`config.mk`:
```
export PLATFORM = sky130hd
export DESIGN_NAME = brpuf_eval_ctrl_flat
export DESIGN_NICKNAME = d
export VERILOG_FILES = /design/src/rtl/brpuf_pkg.sv /design/src/rtl/brpuf_eval_ctrl_if.sv /design/src/rtl/brpuf_eval_ctrl_sync2.sv /design/src/rtl/brpuf_eval_ctrl.sv /design/src/flat_wrapper.sv
export SDC_FILE = /design/constraint.sdc
export NUM_CORES = 1
export LEC_CHECK = 0
export BUFFER_PORTS_ARGS = -buffer_cell sky130_fd_sc_hd__buf_2
export CORE_AREA = 4 4 81 83
export DETAILED_ROUTE_END_ITERATION = 10
export DIE_AREA = 0 0 85 87
export PLACE_DENSITY = 0.72
export SLEW_MARGIN = 15
export SYNTH_ARGS = -nofsm -noshare
export SYNTH_HDL_FRONTEND = slang
export SYNTH_HIERARCHICAL = 1
export SYNTH_SLANG_ARGS = --single-unit
```
`constraint.sdc`:
```
create_clock -name clk -period 3.21 [get_ports clk]
set_input_delay 0.321 -clock clk [delete_from_list [all_inputs] [get_ports clk]]
set_output_delay 0.321 -clock clk [all_outputs]
set_load 0.05 [all_outputs]
```
`src/rtl/brpuf_pkg.sv`:
```
// rtl/brpuf_pkg.sv - shared types and defaults for the bistable-ring PUF evaluation sequencer
package brpuf_pkg;

  localparam int CW                = 32;
  localparam int DEF_RESET_CYCLES  = 4;
  localparam int DEF_SETTLE_CYCLES = 16;
  localparam int DEF_NUM_EVAL      = 5;

  typedef enum logic [2:0] {
    IDLE,
    RST,
    SETTLE,
    SAMPLE,
    DONE
  } state_e;

endpackage

```
`src/rtl/brpuf_eval_ctrl_if.sv`:
```
// rtl/brpuf_eval_ctrl_if.sv - host-side challenge request / response bundle
interface brpuf_eval_ctrl_if #(
  parameter int CW       = 32,
  parameter int NUM_EVAL = 5
);
  localparam int OCW = $clog2(NUM_EVAL + 1);

  logic           start;
  logic [CW-1:0]  challenge_in;
  logic           ready;
  logic           rsp_valid;
  logic           rsp_ready;
  logic           rsp;
  logic [OCW-1:0] ones_count;
  logic           unstable;

  modport master (
    output start, challenge_in, rsp_ready,
    input  ready, rsp_valid, rsp, ones_count, unstable
  );

  modport slave (
    input  start, challenge_in, rsp_ready,
    output ready, rsp_valid, rsp, ones_count, unstable
  );
endinterface

```
`src/rtl/brpuf_eval_ctrl_sync2.sv`:
```
// rtl/brpuf_eval_ctrl_sync2.sv - two-flop synchroniser for the asynchronous ring output
module sync2 (
  input  logic clk,
  input  logic reset,
  input  logic d_i,
  output logic q_o
);
  (* keep = "true" *) logic [1:0] ff_q;

  always_ff @(posedge clk) begin
    if (reset) ff_q <= 2'b00;
    else       ff_q <= {ff_q[0], d_i};
  end

  assign q_o = ff_q[1];
endmodule

```
`src/rtl/brpuf_eval_ctrl.sv`:
```
// rtl/brpuf_eval_ctrl.sv - reset/settle/sample sequencer with majority vote over NUM_EVAL ring evaluations
module brpuf_eval_ctrl
  import brpuf_pkg::*;
#(
  parameter int CW            = brpuf_pkg::CW,
  parameter int RESET_CYCLES  = DEF_RESET_CYCLES,
  parameter int SETTLE_CYCLES = DEF_SETTLE_CYCLES,
  parameter int NUM_EVAL      = DEF_NUM_EVAL
) (
  input  logic          clk,
  input  logic          reset,
  brpuf_eval_ctrl_if.slave host,
  output logic [CW-1:0] ring_challenge,
  output logic          ring_reset,
  input  logic          ring_rsp
);
  localparam int OCW  = $clog2(NUM_EVAL + 1);
  localparam int CMAX = (RESET_CYCLES > SETTLE_CYCLES) ? RESET_CYCLES : SETTLE_CYCLES;
  localparam int CNTW = (CMAX > 1) ? $clog2(CMAX) : 1;
  localparam logic [CNTW-1:0] RST_LOAD    = CNTW'(RESET_CYCLES - 1);
  localparam logic [CNTW-1:0] SETTLE_LOAD = CNTW'(SETTLE_CYCLES - 1);

  state_e          state_q;
  logic [CNTW-1:0] cnt_q;
  logic [OCW-1:0]  eval_q, ones_q, ones_out_q;
  logic            ready_q, rsp_valid_q, rsp_q, unstable_q, ring_reset_q;
  logic [CW-1:0]   ring_chal_q;
  logic            smp;
  logic [OCW-1:0]  eval_d, ones_d;

  sync2 u_sync (
    .clk   (clk),
    .reset (reset),
    .d_i   (ring_rsp),
    .q_o   (smp)
  );

  assign eval_d = eval_q + OCW'(1);
  assign ones_d = ones_q + OCW'(smp);

  always_ff @(posedge clk) begin
    if (reset) begin
      state_q      <= IDLE;
      cnt_q        <= '0;
      eval_q       <= '0;
      ones_q       <= '0;
      ones_out_q   <= '0;
      ready_q      <= 1'b1;
      rsp_valid_q  <= 1'b0;
      rsp_q        <= 1'b0;
      unstable_q   <= 1'b0;
      ring_reset_q <= 1'b1;
      ring_chal_q  <= '0;
    end else begin
      case (state_q)
        IDLE: if (host.start) begin
          ring_chal_q <= host.challenge_in;
          eval_q      <= '0;
          ones_q      <= '0;
          cnt_q       <= RST_LOAD;
          ready_q     <= 1'b0;
          state_q     <= RST;
        end
        RST: begin
          if (cnt_q == '0) begin
            cnt_q        <= SETTLE_LOAD;
            ring_reset_q <= 1'b0;
            state_q      <= SETTLE;
          end else begin
            cnt_q <= cnt_q - CNTW'(1);
          end
        end
        SETTLE: begin
          if (cnt_q == '0) state_q <= SAMPLE;
          else             cnt_q   <= cnt_q - CNTW'(1);
        end
        SAMPLE: begin
          eval_q       <= eval_d;
          ones_q       <= ones_d;
          ring_reset_q <= 1'b1;
          if (eval_d < OCW'(NUM_EVAL)) begin
            cnt_q   <= RST_LOAD;
            state_q <= RST;
          end else begin
            // strict majority: an even-count tie votes 0
            rsp_q       <= ({ones_d, 1'b0} > (OCW + 1)'(NUM_EVAL));
            ones_out_q  <= ones_d;
            unstable_q  <= (ones_d != '0) && (ones_d != OCW'(NUM_EVAL));
            rsp_valid_q <= 1'b1;
            state_q     <= DONE;
          end
        end
        DONE: if (host.rsp_ready) begin
          rsp_valid_q <= 1'b0;
          ready_q     <= 1'b1;
          state_q     <= IDLE;
        end
        default: state_q <= IDLE;
      endcase
    end
  end

  assign host.ready      = ready_q;
  assign host.rsp_valid  = rsp_valid_q;
  assign host.rsp        = rsp_q;
  assign host.ones_count = ones_out_q;
  assign host.unstable   = unstable_q;
  assign ring_challenge  = ring_chal_q;
  assign ring_reset      = ring_reset_q;
endmodule

```
`src/flat_wrapper.sv`:
```
// flat-port wrapper written by rule: the top's interface ports become plain ports
module brpuf_eval_ctrl_flat import brpuf_pkg::*;
#(
  parameter int CW            = brpuf_pkg::CW,
  parameter int RESET_CYCLES  = DEF_RESET_CYCLES,
  parameter int SETTLE_CYCLES = DEF_SETTLE_CYCLES,
  parameter int NUM_EVAL      = DEF_NUM_EVAL
)
  (clk, reset, ring_challenge, ring_reset, ring_rsp, host_start, host_challenge_in, host_rsp_ready, host_ready, host_rsp_valid, host_rsp, host_ones_count, host_unstable);
  brpuf_eval_ctrl_if #(.CW(CW), .NUM_EVAL(NUM_EVAL)) host_i ();
  input  logic clk;
  input  logic reset;
  output logic [CW-1:0] ring_challenge;
  output logic ring_reset;
  input  logic ring_rsp;
  input wire logic [$bits(host_i.start)-1:0] host_start;
  input wire logic [$bits(host_i.challenge_in)-1:0] host_challenge_in;
  input wire logic [$bits(host_i.rsp_ready)-1:0] host_rsp_ready;
  output wire logic [$bits(host_i.ready)-1:0] host_ready;
  output wire logic [$bits(host_i.rsp_valid)-1:0] host_rsp_valid;
  output wire logic [$bits(host_i.rsp)-1:0] host_rsp;
  output wire logic [$bits(host_i.ones_count)-1:0] host_ones_count;
  output wire logic [$bits(host_i.unstable)-1:0] host_unstable;
  assign host_i.start = host_start;
  assign host_i.challenge_in = host_challenge_in;
  assign host_i.rsp_ready = host_rsp_ready;
  assign host_ready = host_i.ready;
  assign host_rsp_valid = host_i.rsp_valid;
  assign host_rsp = host_i.rsp;
  assign host_ones_count = host_i.ones_count;
  assign host_unstable = host_i.unstable;
  brpuf_eval_ctrl #(.CW(CW), .RESET_CYCLES(RESET_CYCLES), .SETTLE_CYCLES(SETTLE_CYCLES), .NUM_EVAL(NUM_EVAL)) u_core (.clk(clk), .reset(reset), .host(host_i), .ring_challenge(ring_challenge), .ring_reset(ring_reset), .ring_rsp(ring_rsp));
endmodule
```
==> metrics.md, run 1 <==
| Metric | Value |
|---|---|
| Lkg Pwr | `1.226 nW` |
| Overall die height | `87 um` |
| Number of buffers created by CTS | `5` |
| Post-Place Worst Slack | `1.251 ns` |
| CTS Root Cell | `clkbuf_8` |
| CP delay by family, top | `simple AND/OR/NAND/NOR gates` |
| Buf/Inv on CP | `0` |
| Post-CTS sizing | `0` |
| Reg power frac | `0.492` |
| Min setup slack post-route | `between 1 and 1.5 ns` |
| Mapped Cells | `271` |
| Critical path required time | `3.36 ns` |
| Max VDD drop | `0.0003337 V` |
| Iter 0 DRT Violations | `about 110` |
| Mean Syn Cell Area | `8.380 um^2` |
| Placed Cells incl. Taps | `407` |
| Hold buffers post-CTS | `0` |
| Final WL | `5.120 mm` |
| Startpoint class of the critical path | `flop` |
| GRT Max-Usage Layer | `met2` |
| Worst Max-Slew Pin Slew | `0.8728 ns` |
| Synthesized Nets | `between 300 and 400` |
| Pint | `1.026 mW` |
| Critical path class | `flop to flop` |
| # diodes | `0` |
| Crit path from | `u_core/state_q[1]` |
| Initial antenna violation count | `0` |
| Proportion of layout cells with a drive suffix above 1 | `0.2882` |
| Post-DP HPWL | `between 3 and 4 mm` |
| Fillers | `just under 600` |
| Sw frac | `0.3419` |
| Full die area | `0.007395 mm^2` |
| Vias/cell | `~4.8` |
| GP Congestion | `0.8011` |
| Largest net degree at the start of global routing | `47` |
| Reg-to-Reg Start | `u_core/state_q[1]` |
| PortBufs | `76` |
| Final hold violations | `0` |
| Final total power | `1.559 mW` |
| Insertion delay to the later sink of the worst-skew pair | `0.30 ns` |
| Final design utilization | `0.4741` |
| Setup TNS | `0 ns` |
| CTS H-Tree Depth | `2` |
| Worst Setup End Kind | `flop` |
| Area grow syn2layout | `22.15%` |
| Post-route minimum period | `roughly 2.0 ns` |
| CTS tree | `done` |
| Clk slew on worst S/H paths | `0.10 ns` |
| Pre-Repair DR Iteration Count | `4` |
| Clock share of power | `0.265` |
| Grt ovf | `0` |
| Crit path largest cell delay | `0.64 ns` |
| NetSw | `0.5330 mW` |
| Final setup skew | `roughly 0.006 ns` |
| Via count | `around 2000` |
| Status | `completed` |
| Hold_ws | `approximately 0.23 ns` |
| First-pass GRT wire length | `8.148 mm` |
| Gate power share | `0.243` |
| Synth warn | `6` |
| Hold Crit Start | `ring_rsp` |
| Core footprint | `about 0.006 mm^2` |
| Post-route insts no fill | `roughly 420` |
| Cell Area, Placed | `0.002671 mm^2` |
| Crit path DAT | `2.11 ns` |
| Critical Path Fanout Max | `35` |
| GRT Overall Usage | `0.1334` |
| Final setup viols | `0` |
| Number of core rows | `28` |
| Final period util | `0.6092` |
| Final ANT Viol Nets | `0` |
| FF+latch area | `0.001101 mm^2` |
| Peak Freq | `roughly 0.51 GHz` |
| DRC viols | `0` |
| Vias in the first global route | `1813` |
| GR Util met3 | `0.03595` |
| TritonCTS Sinks | `55` |
| Worst relative slew slack | `0.4182` |
| Starting Density | `0.3882` |
| Post-Synthesis Cell Area | `0.002271 mm^2` |
| Met2 global-route usage | `0.2281` |
| Hold Path Class | `primary input to flop` |
| Critical Path Slowest Stage Cell | `nand3_2` |
| RSZ-0062 raised after global routing | `no` |
| Critical Path, Cell by Cell | `nor2_1, nand3_2, nand3_1, a21oi_1` |
| PD cells | `562.1 mW/mm^2` |
| GR Util met1 | `0.1682` |
| Post-CTS setup buffers | `0` |
| Clock Path Buffers | `2` |
| Net count, final | `381` |
| # IOs | `77` |
| Multi-input logic area | `0.001055 mm^2` |
| Mean routed wirelength per cell | `about 12 um` |
| Post-route design area | `0.002774 mm^2` |
| Die X-Extent | `85 um` |
| Max Cap Violations | `0` |
| Final Max Slew Viols | `0` |
final cells by class:
class | count | share of cell area
repair buffers | 78 | 0.1425
multi-input cells | 192 | 0.3802
flip-flops and latches | 55 | 0.3969
well taps | 75 | 0.03383
clock inverters | 2 | 0.007217
inverters | 7 | 0.009472
clock buffers | 6 | 0.02977
state kept, by name (all words and copies together) (netlist names):
| signal | cells |
|---|---|
| u_core/host.unstable | 1 |
| u_core/cnt_q | 4 |
| u_core/eval_q | 3 |
| u_core/ones_q | 3 |
| u_core/host.ones_count | 3 |
| u_core/state_q | 3 |
| u_core/host.ready | 1 |
| u_core/ring_challenge | 32 |
| u_core/ring_reset | 1 |
| u_core/host.rsp | 1 |
| u_core/u_sync/ff_q | 2 |
| u_core/host.rsp_valid | 1 |
worst reg2reg max path: stages, from the launching register on:
cell and delay (ns):
dfxtp_1 0.45, nor2_1 0.34, nand3_2 0.64, nand3_1 0.30
a21oi_1 0.09
layout by cell type (no fill, tap or decap), drive strengths merged:
cell     count
nand2       78
buf         78
dfxtp       55
a21oi       47
nor2        11
inv          8
nand3        7
clkbuf       6
o21ai        5
ha           5
nor3         5
nand3b       4
nor2b        4
nand2b       3
o211ai       3
a311oi       3
and3         2
xnor2        2
a221oi       2
clkinv       1
and3b        1
xor2         1
or3b         1
nor4b        1
and4bb       1
o21bai       1
a41oi        1
and2         1
or2b         1
a2111oi      1
a211oi       1
metal layers:
| metal | vias to the layer above | wire, um |
|---|---|---|
| li1 | 1041 | - |
| met3 | 2 | 307 |
| met4 | 0 | 21 |
| met1 | 909 | 2308 |
| met5 | - | 0 |
| met2 | 57 | 2482 |
worst paths after layout:
path | endpoint | slack [ns] | depth (start not counted)
max | u_core/ones_q[1] | 1.25 | 4
min | u_core/u_sync/ff_q[0] | 0.23 | 2
max reg2reg | u_core/ones_q[1] | 1.25 | 4
min reg2reg | u_core/u_sync/ff_q[1] | 0.46 | 1
power groups by stage:
stage          clock [mW]  sequential [mW]  combinational, mW
2_1_floorplan           0            0.898              0.176
3_3_place_gp            0            0.781              0.376
3_5_place_dp            0            0.782              0.382
4_1_cts             0.433            0.767              0.382
5_1_grt             0.456            0.774              0.412
6_report            0.413            0.767              0.379
Note: power is estimated with default switching activity, not from simulation.
==> run 2, diff against run 1 <==
==> constraint.sdc (replaced) <==
create_clock -name clk -period 1.9 [get_ports clk]
set_input_delay 0.19 -clock clk [delete_from_list [all_inputs] [get_ports clk]]
set_output_delay 0.19 -clock clk [all_outputs]
set_load 0.05 [all_outputs]
==> metrics.md, run 2 (same netlist as run 1, synthesis figures left out) <==
| Metric | Value |
|---|---|
| Via count | `2034 (+1.2%)` |
| Net count, final | `386 (+1.3%)` |
| GRT Overall Usage | `0.1422 (+0.008749)` |
| Reg power frac | `0.499 (+0.007)` |
| Insertion delay to the later sink of the worst-skew pair | `0.30 ns (about the same)` |
| Critical path required time | `2.12 ns (-1.24 ns)` |
| Final setup viols | `0 (unchanged)` |
| Final Max Slew Viols | `0 (unchanged)` |
| Gate power share | `0.257 (+0.014)` |
| Vias in the first global route | `1955 (+7.8%)` |
| Worst Setup End Kind | `flop` |
| Die X-Extent | `85 um (unchanged)` |
| Pre-Repair DR Iteration Count | `4 (unchanged)` |
| Status | `completed` |
| Overall die height | `87 um (unchanged)` |
| Iter 0 DRT Violations | `117 (+4.5%)` |
| RSZ-0062 raised after global routing | `no` |
| Mean routed wirelength per cell | `12.28 um (-0.46%)` |
| Clock Path Buffers | `2 (unchanged)` |
| Initial antenna violation count | `0 (unchanged)` |
| # IOs | `77 (unchanged)` |
| Met2 wire length | `2.468 mm (-0.56%)` |
| DRC viols | `0 (unchanged)` |
| Startpoint class of the critical path | `flop` |
| Hold buffers post-CTS | `0 (unchanged)` |
| CTS Root Cell | `clkbuf_8` |
| GP Congestion | `0.8623 (+7.6%)` |
| Final setup skew | `0.003349 ns (-0.002637 ns)` |
| First-pass GRT wire length | `8.652 mm (+6.2%)` |
| Worst relative slew slack | `0.6781 (+0.2599)` |
| Wire length on met3 | `331 um (+7.8%)` |
| Post-CTS setup buffers | `0 (unchanged)` |
| Crit path DAT | `1.93 ns (-0.18 ns)` |
| Max layer used | `met4` |
| Lkg Pwr | `1.239 nW (+1.1%)` |
| Pint | `1.696 mW (+65%)` |
| Starting Density | `0.3882 (unchanged)` |
| Final ANT Viol Nets | `0 (unchanged)` |
| Max FFs per register | `32 (unchanged)` |
| Critical Path Fanout Max | `10 (-71%)` |
| Most common cell after layout, fill and taps aside | `nand2_1` |
| Clk slew on worst S/H paths | `0.09 ns (about the same)` |
| Proportion of layout cells with a drive suffix above 1 | `0.2957 (+0.007417)` |
| PortBufs | `76 (unchanged)` |
| Post-route minimum period | `1.712 ns (-0.2430 ns)` |
| Final period util | `0.9012 (+0.2921)` |
| Max Cap Violations | `0 (unchanged)` |
| Final hold violations | `0 (unchanged)` |
| Area grow syn2layout | `23.03%` |
| Most frequent cells in the layout | `nand2_1 (78), buf_2 (76), dfxtp_1 (55), a21oi_1 (47), nor2_1 (11)` |
| TritonCTS Sinks | `55 (unchanged)` |
| Clock share of power | `0.244 (-0.021)` |
| Worst Max-Slew Pin Slew | `0.4829 ns (-0.3899 ns)` |
| # diodes | `0 (unchanged)` |
| Post-DP HPWL | `3.738 mm (+3.3%)` |
| Max VDD drop | `0.0004968 V (+49%)` |
| Sw frac | `0.3433 (+0.001430)` |
| Largest net degree at the start of global routing | `36 (-23%)` |
| CTS H-Tree Depth | `2 (unchanged)` |
| Final design utilization | `0.4775 (+0.003422)` |
| Vias/cell | `4.843 (about the same)` |
| Setup TNS | `0 ns (unchanged)` |
| Post-CTS sizing | `0 (unchanged)` |
| Full die area | `0.007395 mm^2 (unchanged)` |
| Number of buffers created by CTS | `5 (unchanged)` |
| Core footprint | `0.005851 mm^2 (unchanged)` |
| Critical path class | `flop to flop` |
| Final WL | `5.158 mm (+0.74%)` |
| Final total power | `2.582 mW (+66%)` |
| Hold Path Class | `primary input to flop` |
| CTS tree | `done` |
| Number of core rows | `28 (unchanged)` |
| Met1 WL | `2.295 mm (-0.56%)` |
| NetSw | `0.8865 mW (+66%)` |
| Peak Freq | `0.5840 GHz (+14%)` |
| Grt ovf | `0 (unchanged)` |
| PD cells | `924.2 mW/mm^2 (+64%)` |
run 2: metal layers:
layer | vias to the layer above | track usage
li1 | 1050 | -
met5 | - | 0
met3 | 5 | 0.04730
met4 | 0 | 0.03885
met1 | 920 | 0.1624
met2 | 59 | 0.2535
run 2: stage by stage:
step	setup WS [ns]	cells	instance area [um^2]	hold WS, ns
6_report	0.1876	420	2794	0.1013
5_1_grt	0.05025	420	2794	0.09051
4_1_cts	0.2017	420	2794	0.08222
3_5_place_dp	0.2154	412	2709	0.4138
3_3_place_gp	0.2952	412	2709	0.4181
2_1_floorplan	0.3824	271	2271	0.2616
run 2: final timing paths:
check / from / end / slack [ns] / cells after the start
min: ring_rsp / u_core/u_sync/ff_q[0] / 0.10 / 2
max: u_core/state_q[0] / u_core/host.rsp / 0.19 / 4
min reg2reg: u_core/u_sync/ff_q[0] / u_core/u_sync/ff_q[1] / 0.45 / 1
max reg2reg: u_core/state_q[0] / u_core/host.rsp / 0.19 / 4
run 2: power by group through the flow:
stage                     clock [mW]  sequential, mW  combinational [mW]
after floorplan                    0            1.52               0.298
after global placement             0            1.31               0.655
after detailed placement           0            1.31               0.666
after CTS                      0.659            1.29               0.666
after global routing           0.712            1.30               0.724
final                          0.630            1.29               0.663
run 2: final cells by class:
type	count	area (um^2)
tap	75	93.84
timing repair buffer	83	432.9
fill	567	3057
clock buffer	6	72.57
multi-input combinational	192	1055
inverter	7	26.28
clock inverter	2	12.51
sequential	55	1101
run 2: worst max-delay path, stage by stage, from the launching register on:
cell	delay, ns
dfxtp_1	0.54
and3b_1	0.38
and3_1	0.38
nor2_1	0.09
a311oi_2	0.24
